[src/rtl/tmds_pkg.sv]
// Shared constants and helpers for the TMDS serializer: control symbols and
// the bits-per-clock derivation used by every serializer configuration.
package tmds_pkg;

  localparam logic [9:0] TMDS_CTRL_00 = 10'b1101010100;
  localparam logic [9:0] TMDS_CTRL_01 = 10'b0010101011;
  localparam logic [9:0] TMDS_CTRL_10 = 10'b0101010100;
  localparam logic [9:0] TMDS_CTRL_11 = 10'b1010101011;

  function automatic int bpc(input int ddr);
    return (ddr != 0) ? 2 : 1;
  endfunction

endpackage

[src/rtl/tmds_shift_lane.sv]
// One serializer lane: parallel load at the symbol boundary, otherwise shifts
// BPC bits per clock toward the output end. bits[0] is always the earlier bit.
module tmds_shift_lane #(
  parameter int WIDTH     = 10,
  parameter int BPC       = 2,
  parameter int LSB_FIRST = 1
) (
  input  logic             clk,
  input  logic             rst,
  input  logic             load,
  input  logic [WIDTH-1:0] load_data,
  output logic [BPC-1:0]   bits
);

  logic [WIDTH-1:0] sreg;

  always_ff @(posedge clk or posedge rst) begin
    if (rst) begin
      sreg <= '0;
    end else if (load) begin
      sreg <= load_data;
    end else if (LSB_FIRST != 0) begin
      sreg <= sreg >> BPC;
    end else begin
      sreg <= sreg << BPC;
    end
  end

  for (genvar b = 0; b < BPC; b++) begin : g_bit
    if (LSB_FIRST != 0) begin : g_lsb
      assign bits[b] = sreg[b];
    end else begin : g_msb
      assign bits[b] = sreg[WIDTH-1-b];
    end
  end

endmodule

[src/rtl/tmds_serializer_mc.sv]
// Multi-lane lock-step serializer with a one-word holding register, idle-symbol
// insertion on starvation and a sticky, saturating underflow monitor.
module tmds_serializer_mc
  import tmds_pkg::*;
#(
  parameter int               CHANNELS  = 3,
  parameter int               WIDTH     = 10,
  parameter int               DDR       = 1,
  parameter int               LSB_FIRST = 1,
  parameter logic [WIDTH-1:0] IDLE_WORD = TMDS_CTRL_00,
  parameter int               CNT_W     = 16
) (
  input  logic                             clk_5x,
  input  logic                             rst,
  input  logic                             in_valid,
  output logic                             in_ready,
  input  logic [CHANNELS*WIDTH-1:0]        in_data,
  output logic [CHANNELS*bpc(DDR)-1:0]     out_bits,
  output logic                             word_strobe,
  output logic                             underflow,
  output logic [CNT_W-1:0]                 underflow_cnt,
  input  logic                             underflow_clr
);

  localparam int BPC  = bpc(DDR);
  localparam int S    = WIDTH / BPC;
  localparam int PH_W = (S > 1) ? $clog2(S) : 1;

  if (((WIDTH % BPC) != 0) || (S < 2)) begin : g_bad_cfg
    $fatal(1, "tmds_serializer_mc: WIDTH must be a multiple of BPC with at least 2 cycles per symbol");
  end

  function automatic logic [CNT_W-1:0] sat_inc(input logic [CNT_W-1:0] v);
    return (&v) ? v : v + 1'b1;
  endfunction

  logic [PH_W-1:0]           ph;
  logic                      boundary;
  logic                      accept;
  logic                      hold_valid;
  logic [CHANNELS*WIDTH-1:0] hold_data;
  logic                      armed;
  logic                      underflow_evt;

  assign boundary      = (ph == PH_W'(S-1));
  assign in_ready      = !hold_valid || boundary;
  assign accept        = in_valid && in_ready;
  assign underflow_evt = boundary && !hold_valid && armed;

  always_ff @(posedge clk_5x or posedge rst) begin
    if (rst) begin
      ph          <= PH_W'(S-1);
      hold_valid  <= 1'b0;
      armed       <= 1'b0;
      word_strobe <= 1'b0;
    end else begin
      ph          <= boundary ? '0 : ph + 1'b1;
      word_strobe <= boundary;
      if (accept) begin
        hold_valid <= 1'b1;
        armed      <= 1'b1;
      end else if (boundary) begin
        hold_valid <= 1'b0;
      end
    end
  end

  // Holding data needs no reset: it is only consumed while hold_valid is set.
  always_ff @(posedge clk_5x) begin
    if (accept) hold_data <= in_data;
  end

  always_ff @(posedge clk_5x or posedge rst) begin
    if (rst) begin
      underflow     <= 1'b0;
      underflow_cnt <= '0;
    end else if (underflow_clr) begin
      underflow     <= underflow_evt;
      underflow_cnt <= underflow_evt ? CNT_W'(1) : '0;
    end else if (underflow_evt) begin
      underflow     <= 1'b1;
      underflow_cnt <= sat_inc(underflow_cnt);
    end
  end

  for (genvar c = 0; c < CHANNELS; c++) begin : g_lane
    tmds_shift_lane #(
      .WIDTH    (WIDTH),
      .BPC      (BPC),
      .LSB_FIRST(LSB_FIRST)
    ) u_lane (
      .clk      (clk_5x),
      .rst      (rst),
      .load     (boundary),
      .load_data(hold_valid ? hold_data[c*WIDTH +: WIDTH] : IDLE_WORD),
      .bits     (out_bits[c*BPC +: BPC])
    );
  end

endmodule

[config.mk]
export PLATFORM = sky130hd
export DESIGN_NAME = tmds_serializer_mc
export DESIGN_NICKNAME = d
export VERILOG_FILES = /design/src/rtl/tmds_pkg.sv /design/src/rtl/tmds_shift_lane.sv /design/src/rtl/tmds_serializer_mc.sv
export SDC_FILE = /design/constraint.sdc
export NUM_CORES = 1
export LEC_CHECK = 0
export ABC_AREA = 1
export BUFFER_PORTS_ARGS = -buffer_cell sky130_fd_sc_hd__buf_4
export CAP_MARGIN = 20
export CORE_MARGIN = 2
export CORE_UTILIZATION = 58
export CTS_BUF_LIST = sky130_fd_sc_hd__clkbuf_8
export CTS_CLUSTER_DIAMETER = 40
export DETAILED_ROUTE_END_ITERATION = 16
export HOLD_SLACK_MARGIN = 0.05
export PLACE_DENSITY_LB_ADDON = 0.15
export SYNTH_ARGS = -nofsm -noshare
export SYNTH_HDL_FRONTEND = slang
export SYNTH_SLANG_ARGS = --single-unit
[constraint.sdc]
create_clock -name clk_5x -period 2.7 [get_ports clk_5x]
set_input_delay 0.675 -clock clk_5x [delete_from_list [all_inputs] [get_ports clk_5x]]
set_output_delay 0.675 -clock clk_5x [all_outputs]
set_load 0.02 [all_outputs]
==> flow_summary.ini, run 1 <==
[run_status]
run_status = finished clean

[synthesis]
synth_top_cell_by_area = dfrtp_1
synth_commonest_cells = nand2_1, dfrtp_1, nor2_1
yosys.area.top_type_share_pct = 38.0
synth-async-reset-ratio_pct = 63.9
ys_ff_latch = 83
synthCells = 339
ys_types = 30
seq_area_frac_synth_pct = 65.0
avgSynthCellArea_um2 = 10.1
ys.flop_type = dfrtp_1
synth-edff-count = 30
yosys_warnings = 0
synth_area_um2 = 3430
synth.net_count = 376
synthTopCellsByArea = dfrtp_1, edfxtp_1, nand2_1, o21ai_0, nor2_1
yosys.cell_count.top_type = nand2_1

[clock_network]
hold_buffers = 0
cts_setup_buffers = 0
clockBufferDepth = 2
clk-insertion-delay-late_ps = 350
cts.sinks = 83
cts_tree = built
cts_resized = 0
cts.root.buffer_cell = clkbuf_8
h-tree-depth = 3
path_clk_slew_ps = 70
cts_made_buffers = 9

[grt]
grt_pass1_vias = 2348
grt_overflow = 0
grt_antenna_before_repair = 0
grt_pass1_wl_um = 10400
grtUsageTotal_pct = 21.2
grt_max_degree = 31

[critical_path]
path_cells = inv_1, ha_1, nand2_2, nand2_1, buf_4
critical_path_required_ps = 2030
crit_start = ph[0]
end_kind = primary output
slowest_stage = dfrtp_1
r2r-start = ph[0]
r2r-end = hold_data[25]
path_class = flip-flop to primary output
reg2reg_slack_ps = 720
worst_setup_path_start_kind = flip-flop
r2r_cells = 7
max_stage_delay_ps = 380
crit_path_end = in_ready
cp.arrival_ps = 1720
critPathMaxFanout = 30

[power_and_ir_drop]
p_leak_nw = 1.88
vdd_drop_max_uv = 428
power_density_nw_per_um2 = 559

[sta]
fin_crit_sh_pct = 88.8
min_period_ps = 2400
setup_violations = 0
tns_ps = 0
clock_skew_ps = 9.08
hold_viol = 0
max_slew.worst_pin.slew_ps = 498
rsz0062_at_grt = false
max-slew-margin-rel_pct = 66.8
max_freq_ghz = 0.417
slew_viol_final = 0

[drt]
ant_nets = 0
routed-wl-met2_um = 3060
top_layer = met4
met3_length_um = 353
drtIter0Drc = 160
routed-via-count = 2423
post_drt_wl_per_cell_um = 12.7
via_per_inst = 5.12
firstDrtPassIters = 5
drc_errors = 0
met1_length_um = 2480
drt-total-wl_um = 6010

[hold_path]
min_path_type = primary input to asynchronous set/reset pin

[floorplanning]
initial_core_util_pct = 61.1
num_rows = 27
core_area_um2 = 5610
ios = 59
die_w_um = 80.9
die_h_um = 80.9
dieArea_um2 = 6540

[job]
maxCapViolations = 0

[final_layout]
drive_gt1_share_pct = 22.9
n_antenna_cell = 0
area_growth_syn_to_layout_pct = 18.0
design_area_um2 = 4040
final_net_count = 433
stdcell_count = 473

[placed_design]
numPortBuffers = 58
place_area_um2 = 3880
dp_hpwl_um = 4150
dp.cells = 457
gp_congestion = 0.809
power by group:
part	switching, mW	internal (mW)
combinational	0.0894	0.0620
clock	0.413	0.346
sequential	0.0105	1.34
total	0.513	1.75
worst max-delay path, delay by kind of cell, from the launching register on:
kind,cells,cell delay [ps]
buffers and inverters,2,250
adder cells (fa/ha/maj),1,210
AND/OR/NAND/NOR,2,530
flip-flops,1,380
cell usage in the layout (no fill, tap or decap):
cell type  synthesis  layout
o21ai_1            1       1
nor2_1            43      43
inv_2              0       1
xor2_1             4       4
nand2_4            2       2
clkinv_4           0       1
a21oi_1            1       1
nand2_1           96      95
clkbuf_8           0      10
nand3_1           17      17
nor2_2             4       4
ha_1               3       3
edfxtp_1          30      30
nand2_2            4       5
nor2_4             1       1
clkinv_2           1       2
nor3_1             1       1
xnor2_1            1       1
dfrtp_1           52      52
o21ai_2            1       1
or2_2              1       1
nand3b_1           1       1
nand4_1            2       2
o21bai_1           2       2
o21ai_0           34      34
buf_4              6      63
inv_1             19      22
dfstp_2            1       1
kinds of logic after synthesis:
group                    after synthesis  share of synthesized area, %
adder cells (fa/ha/maj)                3                          1.10
AO/OA/AOI/OAI                         39                          5.95
XOR/XNOR                               5                          1.28
flip-flops                            83                          65.0
AND/OR/NAND/NOR                      172                          21.1
buffers and inverters                 37                          5.55
flip-flops by register name, indices dropped and copies added, names as in the netlist:
signal / flops
g_lane.u_lane.sreg: 30
hold_data: 30
underflow_cnt: 16
ph: 3
armed: 1
hold_valid: 1
underflow: 1
word_strobe: 1
worst min path at each step:
stage,to,depth (start not counted),slack [ps]
5_1_grt,g_lane[1].u_lane.sreg[1],2,330
6_report,underflow,2,310
2_1_floorplan,armed,2,420
4_1_cts,g_lane[0].u_lane.sreg[4],2,320
3_5_place_dp,armed,2,440
3_3_place_gp,g_lane[1].u_lane.sreg[5],2,430
stage by stage:
step / hold slack, ps / setup WS (ps) / power (mW) / utilization [%]
floorplan: 422 / 643 / 1.46 / -
global placement: 435 / 738 / 1.52 / 69.1
detailed placement: 438 / 660 / 1.53 / 69.1
CTS: 315 / 278 / 2.27 / 72.1
global route: 334 / 166 / 2.35 / 72.1
finish: 310 / 301 / 2.26 / 72.1
layer usage:
layer	track usage [%]	up-vias
met5	0	-
met1	26.5	1136
met2	35.7	82
met4	9.32	0
li1	-	1195
met3	4.67	10
cell type report:
cell class / count / area, um^2
sequential: 83 / 2230
fill: 417 / 1560
tap: 72 / 90.1
clock inverter: 6 / 28.8
inverter: 20 / 76.3
timing repair buffer: 63 / 473
multi-input combinational: 219 / 1010
clock buffer: 10 / 138
No activity file was read; power rests on OpenSTA's default activity.
==> run 2, diff against run 1 <==
--- a/config.mk
+++ b/config.mk
@@ -5,7 +5,6 @@
 export SDC_FILE = /design/constraint.sdc
 export NUM_CORES = 1
 export LEC_CHECK = 0
-export ABC_AREA = 1
 export BUFFER_PORTS_ARGS = -buffer_cell sky130_fd_sc_hd__buf_4
 export CAP_MARGIN = 20
 export CORE_MARGIN = 2
==> run 2 against run 1 <==
Non-clock buffer count increased by 1. Synthesized cell count decreased by 16%. Global-route usage decreased by 0.090 points. Area after synthesis decreased by 0.44%. First-iteration DRC count increased by 6.9%. Highest routed layer unchanged. Die area decreased by 0.42%.
==> flow_summary.ini, run 2 <==
[synthesis]
yosys_warnings = 0
ys_ff_latch = 83
synth_compound_area_share_pct = 6.46
ys_types = 46
synth_top_cell_by_area = dfrtp_1
synth-edff-count = 30
synth_commonest_cells = dfrtp_1, nand2_1, edfxtp_1
synth_adder_area_share_pct = 1.10
synthCells = 285
seq_area_frac_synth_pct = 65.3
synthTopCellsByArea = dfrtp_1, edfxtp_1, nand2_1, nand3_1, inv_1
ys.flop_type = dfrtp_1
synth.net_count = 322
yosys.area.top_type_share_pct = 38.2
yosys.cell_count.top_type = dfrtp_1
avgSynthCellArea_um2 = 12.0
synth_area_um2 = 3410
synth-async-reset-ratio_pct = 63.9
synth_xor_area_share_pct = 2.57
synth_top_family_by_area = simple AND/OR/NAND/NOR gates
yosys-mux-area-fraction_pct = 1.50
synthSimpleGateAreaFrac_pct = 17.4

[critical_path]
path_cells = inv_1, ha_1, nand2_1, nand2_1, buf_4
path_class = flip-flop to primary output
r2r-end = underflow_cnt[1]
reg2reg_slack_ps = 860
critical_path_required_ps = 2030
slowest_stage = dfrtp_1
end_kind = primary output
critPathMaxFanout = 4
path_common_cell = nand2_1
cp.arrival_ps = 1400
r2r-start = underflow_cnt[0]
r2r_cells = 5
worst_setup_path_start_kind = flip-flop
max_stage_delay_ps = 400

[floorplanning]
die_w_um = 80.7
core_area_um2 = 5610
ios = 59
num_rows = 27
dieArea_um2 = 6510
initial_core_util_pct = 60.8
die_h_um = 80.7

[sta]
max_freq_ghz = 0.483
max_slew.worst_pin.slew_ps = 603
hold_viol = 0
fin_crit_sh_pct = 76.7
whs_ps = 398
clock_skew_ps = 9.59
slew_viol_final = 0
min_period_ps = 2070
setup_violations = 0
max-slew-margin-rel_pct = 59.8
rsz0062_at_grt = false
tns_ps = 0
worst_slack_ps = 629

[grt]
grt_max_degree = 35
grtUsageTotal_pct = 21.1
grt_antenna_before_repair = 0
grt_overflow = 0
grt_pass1_wl_um = 10100
grt_pass1_vias = 2206

[placed_design]
numPortBuffers = 58
dp.cells = 402
gp_congestion = 0.850
preCtsSetupSlack_ps = 740
dp_hpwl_um = 3820

[clock_network]
cts_resized = 0
path_clk_slew_ps = 80
cts.sinks = 83
cts_made_buffers = 9
clockBufferDepth = 2
h-tree-depth = 3
cts_tree = built
clk-insertion-delay-late_ps = 350
cts.root.buffer_cell = clkbuf_8
hold_buffers = 0
cts_setup_buffers = 0

[drt]
drtIter0Drc = 171
post_drt_wl_per_cell_um = 14.4
drc_errors = 0
routed-via-count = 2208
ant_nets = 0
via_per_inst = 5.28
firstDrtPassIters = 4
drt-total-wl_um = 6010

[hold_path]
min_path_type = primary input to asynchronous set/reset pin

[final_layout]
stdcell_count = 418
drive_gt1_share_pct = 27.7
n_antenna_cell = 0
layout_commonest_cell = buf_4
layout_common_cells = buf_4, dfrtp_1, nand2_1
final_net_count = 378
area_growth_syn_to_layout_pct = 20.9
n_fill_cell = 403
reg_top3 = g_lane.u_lane.sreg: 30 flops, hold_data: 30 flops, underflow_cnt: 16 flops

[power_and_ir_drop]
power_density_nw_per_um2 = 603
vdd_drop_max_uv = 440
p_leak_nw = 2.02

[run_status]
run_status = finished clean

[job]
maxCapViolations = 0
## run 2: routing by layer
layer	vias up	track usage [%]	routed length, um
met5	-	0	0
met4	0	11.0	132
met3	12	4.61	353
met2	70	33.4	2900
met1	1044	27.4	2620
li1	1082	-	-
## run 2: critical path, delay by kind of cell, from the launching register on
kind / cells / cell delay [ps]
flip-flops: 1 / 400
adder cells (fa/ha/maj): 1 / 240
buffers and inverters: 2 / 210
AND/OR/NAND/NOR: 2 / 200
## run 2: cell type report
| type | count | area, um^2 | area share (%) |
|---|---|---|---|
| Multi-Input combinational cell | 160 | 990 | 24.0 |
| Clock buffer | 10 | 138 | 3.34 |
| Timing Repair Buffer | 64 | 480 | 11.7 |
| Tap cell | 72 | 90.1 | 2.18 |
| Inverter | 23 | 86.3 | 2.09 |
| Sequential cell | 83 | 2230 | 54.0 |
| Clock inverter | 6 | 111 | 2.70 |
## run 2: power breakdown
group / switching, mW / internal, mW
Clock: 0.440 / 0.642
Sequential: 0.00207 / 1.32
Combinational: 0.0456 / 0.0409
## run 2: kinds of logic (layout without fill, tap and decap cells)
family | after synthesis | after routing
flip-flops | 83 | 83
XOR/XNOR | 10 | 10
buffers and inverters | 42 | 103
adder cells (fa/ha/maj) | 3 | 3
AND/OR/NAND/NOR | 106 | 106
multiplexers | 5 | 5
AO/OA/AOI/OAI | 36 | 36
## run 2: how the worst max path moves through the flow
stage	startpoint	endpoint	slack, ps	cells after the start
5_1_grt	ph[0]	in_ready	520	5
3_5_place_dp	underflow_clr	underflow_cnt[1]	740	5
3_3_place_gp	underflow_clr	underflow_cnt[1]	790	5
2_1_floorplan	ph[0]	hold_data[0]	500	5
6_report	ph[0]	in_ready	630	5
4_1_cts	ph[0]	in_ready	610	5
## run 2: stage by stage
step                total power [mW]  util (%)  instance area [um^2]
global route                    2.56      73.5                  4120
detailed placement              1.43      69.1                  3870
global placement                1.43      69.1                  3870
CTS                             2.50      73.5                  4120
floorplan                       1.38         -                  3410
finish                          2.49      73.5                  4120
==> run 3, diff against run 2 <==
--- a/config.mk
+++ b/config.mk
@@ -5,10 +5,11 @@
 export SDC_FILE = /design/constraint.sdc
 export NUM_CORES = 1
 export LEC_CHECK = 0
+export ABC_AREA = 1
 export BUFFER_PORTS_ARGS = -buffer_cell sky130_fd_sc_hd__buf_4
 export CAP_MARGIN = 20
 export CORE_MARGIN = 2
-export CORE_UTILIZATION = 58
+export CORE_UTILIZATION = 52
 export CTS_BUF_LIST = sky130_fd_sc_hd__clkbuf_8
 export CTS_CLUSTER_DIAMETER = 40
 export DETAILED_ROUTE_END_ITERATION = 16
==> constraint.sdc (replaced) <==
create_clock -name clk_5x -period 1.9 [get_ports clk_5x]
set_input_delay 0.475 -clock clk_5x [delete_from_list [all_inputs] [get_ports clk_5x]]
set_output_delay 0.475 -clock clk_5x [all_outputs]
set_load 0.02 [all_outputs]
==> run 3 against run 2 <==
Count of clock-buffer cells in the layout fell by 1. Sequential share of layout area grew 0.70 points. Sequential cell count stayed put. Clock skew is 1.2 ps lower. Non-clock buffer count shrank 1. Die area rose by 11%. Cell count up 14%. Utilization shrank 9.4 points. Largest cell class unchanged. Worst setup slack got worse by 560 ps. Combinational power rose to 2.6 times the previous value. Power up 28%. Via count increased by 8.1%.
==> flow_summary.ini, run 3 (synthesis results as in run 1) <==
[run_status]
run_status = finished clean

[sta]
min_period_ps = 1830
max_freq_ghz = 0.547
max_slew.worst_pin.slew_ps = 454
max-slew-margin-rel_pct = 69.7
clock_skew_ps = 8.35
fin_crit_sh_pct = 96.3
slew_viol_final = 0
whs_ps = 178
hold_viol = 0
tns_ps = 0
setup_violations = 0
rsz0062_at_grt = false

[power_and_ir_drop]
power_density_nw_per_um2 = 781
p_leak_nw = 1.88
vdd_drop_max_uv = 581

[final_layout]
final_net_count = 433
n_antenna_cell = 0
layout_commonest_cell = nand2_1
layout_common_cells = nand2_1, buf_4, dfrtp_1
area_growth_syn_to_layout_pct = 18.8
reg_top3 = g_lane.u_lane.sreg: 30 flops, hold_data: 30 flops, underflow_cnt: 16 flops
drive_gt1_share_pct = 23.4

[floorplanning]
die_h_um = 85.2
dieArea_um2 = 7250
initial_core_util_pct = 54.0
ios = 59
num_rows = 29
die_w_um = 85.2
core_area_um2 = 6350

[critical_path]
reg2reg_slack_ps = 200
end_kind = primary output
max_stage_delay_ps = 370
critPathMaxFanout = 3
crit_path_end = in_ready
r2r_cells = 8
path_class = flip-flop to primary output
critical_path_required_ps = 1420
r2r-end = underflow_cnt[0]
r2r-start = underflow_cnt[0]
worst_setup_path_start_kind = flip-flop
crit_start = ph[0]
cp.arrival_ps = 1350
slowest_stage = dfrtp_1
path_cells = inv_1, ha_1, nand2_1, nand2_2, buf_4

[placed_design]
gp_congestion = 0.840
dp_hpwl_um = 3840
numPortBuffers = 58

[clock_network]
cts_made_buffers = 9
hold_buffers = 0
clk-insertion-delay-late_ps = 340
cts_setup_buffers = 0
cts.root.buffer_cell = clkbuf_8
clockBufferDepth = 2
h-tree-depth = 3
cts_tree = built
cts.sinks = 83
path_clk_slew_ps = 80

[grt]
grt_pass1_wl_um = 9800
grt_antenna_before_repair = 0
grt_overflow = 0
grt_max_degree = 55
grt_pass1_vias = 2277
grtUsageTotal_pct = 17.3

[job]
maxCapViolations = 0

[drt]
firstDrtPassIters = 4
drc_errors = 0
via_per_inst = 4.99
ant_nets = 0
routed-via-count = 2387
drt-total-wl_um = 5810
drtIter0Drc = 178
post_drt_wl_per_cell_um = 12.2

[hold_path]
min_path_type = primary input to asynchronous set/reset pin
[run 3: changes by cell type in the layout (fill, tap and decap cells not counted), moves of 4 or more]
cell and delta:
o21ai_0 +31, a31oi_1 -9, nor2b_1 -4, nor2_1 +31, nand2_1 +54, a21oi_1 -8
o21ai_1 -5, mux2i_1 -4, nand2_2 +5, xnor2_1 -6, nand3_1 -4
[run 3: worst min-delay path by stage]
stage	from	end	slack [ps]	depth (start not counted)
final	rst	underflow_cnt[5]	180	3
after global routing	rst	word_strobe	190	3
after CTS	rst	word_strobe	190	3
after detailed placement	g_lane[0].u_lane.sreg[9]	g_lane[0].u_lane.sreg[7]	440	2
after global placement	g_lane[0].u_lane.sreg[9]	g_lane[0].u_lane.sreg[7]	430	2
after floorplan	armed	armed	420	2
[run 3: timing repair]
| item | CTS | global route |
|---|---|---|
| gates resized for setup | 0 | 1 |
| setup endpoints to repair | 0 | 1 |
| endpoints found under the hold margin | 0 | 0 |
[run 3: stage by stage]
stage | setup slack, ps | power, mW | instance area, um^2 | cells | utilization, %
2_1_floorplan | 18.9 | 2.08 | 3430 | 339 | -
3_3_place_gp | 294 | 2.17 | 3910 | 462 | 61.6
3_5_place_dp | 243 | 2.18 | 3910 | 462 | 61.6
4_1_cts | 23.7 | 3.21 | 4070 | 478 | 64.1
5_1_grt | 5.87 | 3.30 | 4070 | 478 | 64.1
6_report | 71.0 | 3.18 | 4070 | 478 | 64.1
[run 3: power breakdown]
part | total (mW) | switching (mW) | internal [mW]
Sequential | 1.91 | 0.0143 | 1.90
Clock | 1.04 | 0.590 | 0.452
Combinational | 0.222 | 0.127 | 0.0947
[run 3: layer usage]
layer / part of all wire, % / track usage [%]
met1: 45 / 21.9
met2: 48 / 28.1
met3: 5.0 / 4.86
met4: 1.7 / 7.36
met5: 0 / 0
[run 3: final cells by class]
class / count / area, um^2
repair buffers: 63 / 498
clock buffers: 9 / 124
flip-flops and latches: 83 / 2230
multi-input cells: 219 / 1010
fillers: 526 / 2280
clock inverters: 7 / 32.5
inverters: 20 / 80.1
well taps: 77 / 96.3
[run 3: critical path, delay by kind of cell, from the launching register on]
family,cells,cell delay (ps)
AND/OR/NAND/NOR,2,230
adder cells (fa/ha/maj),1,200
flip-flops,1,370
buffers and inverters,2,210
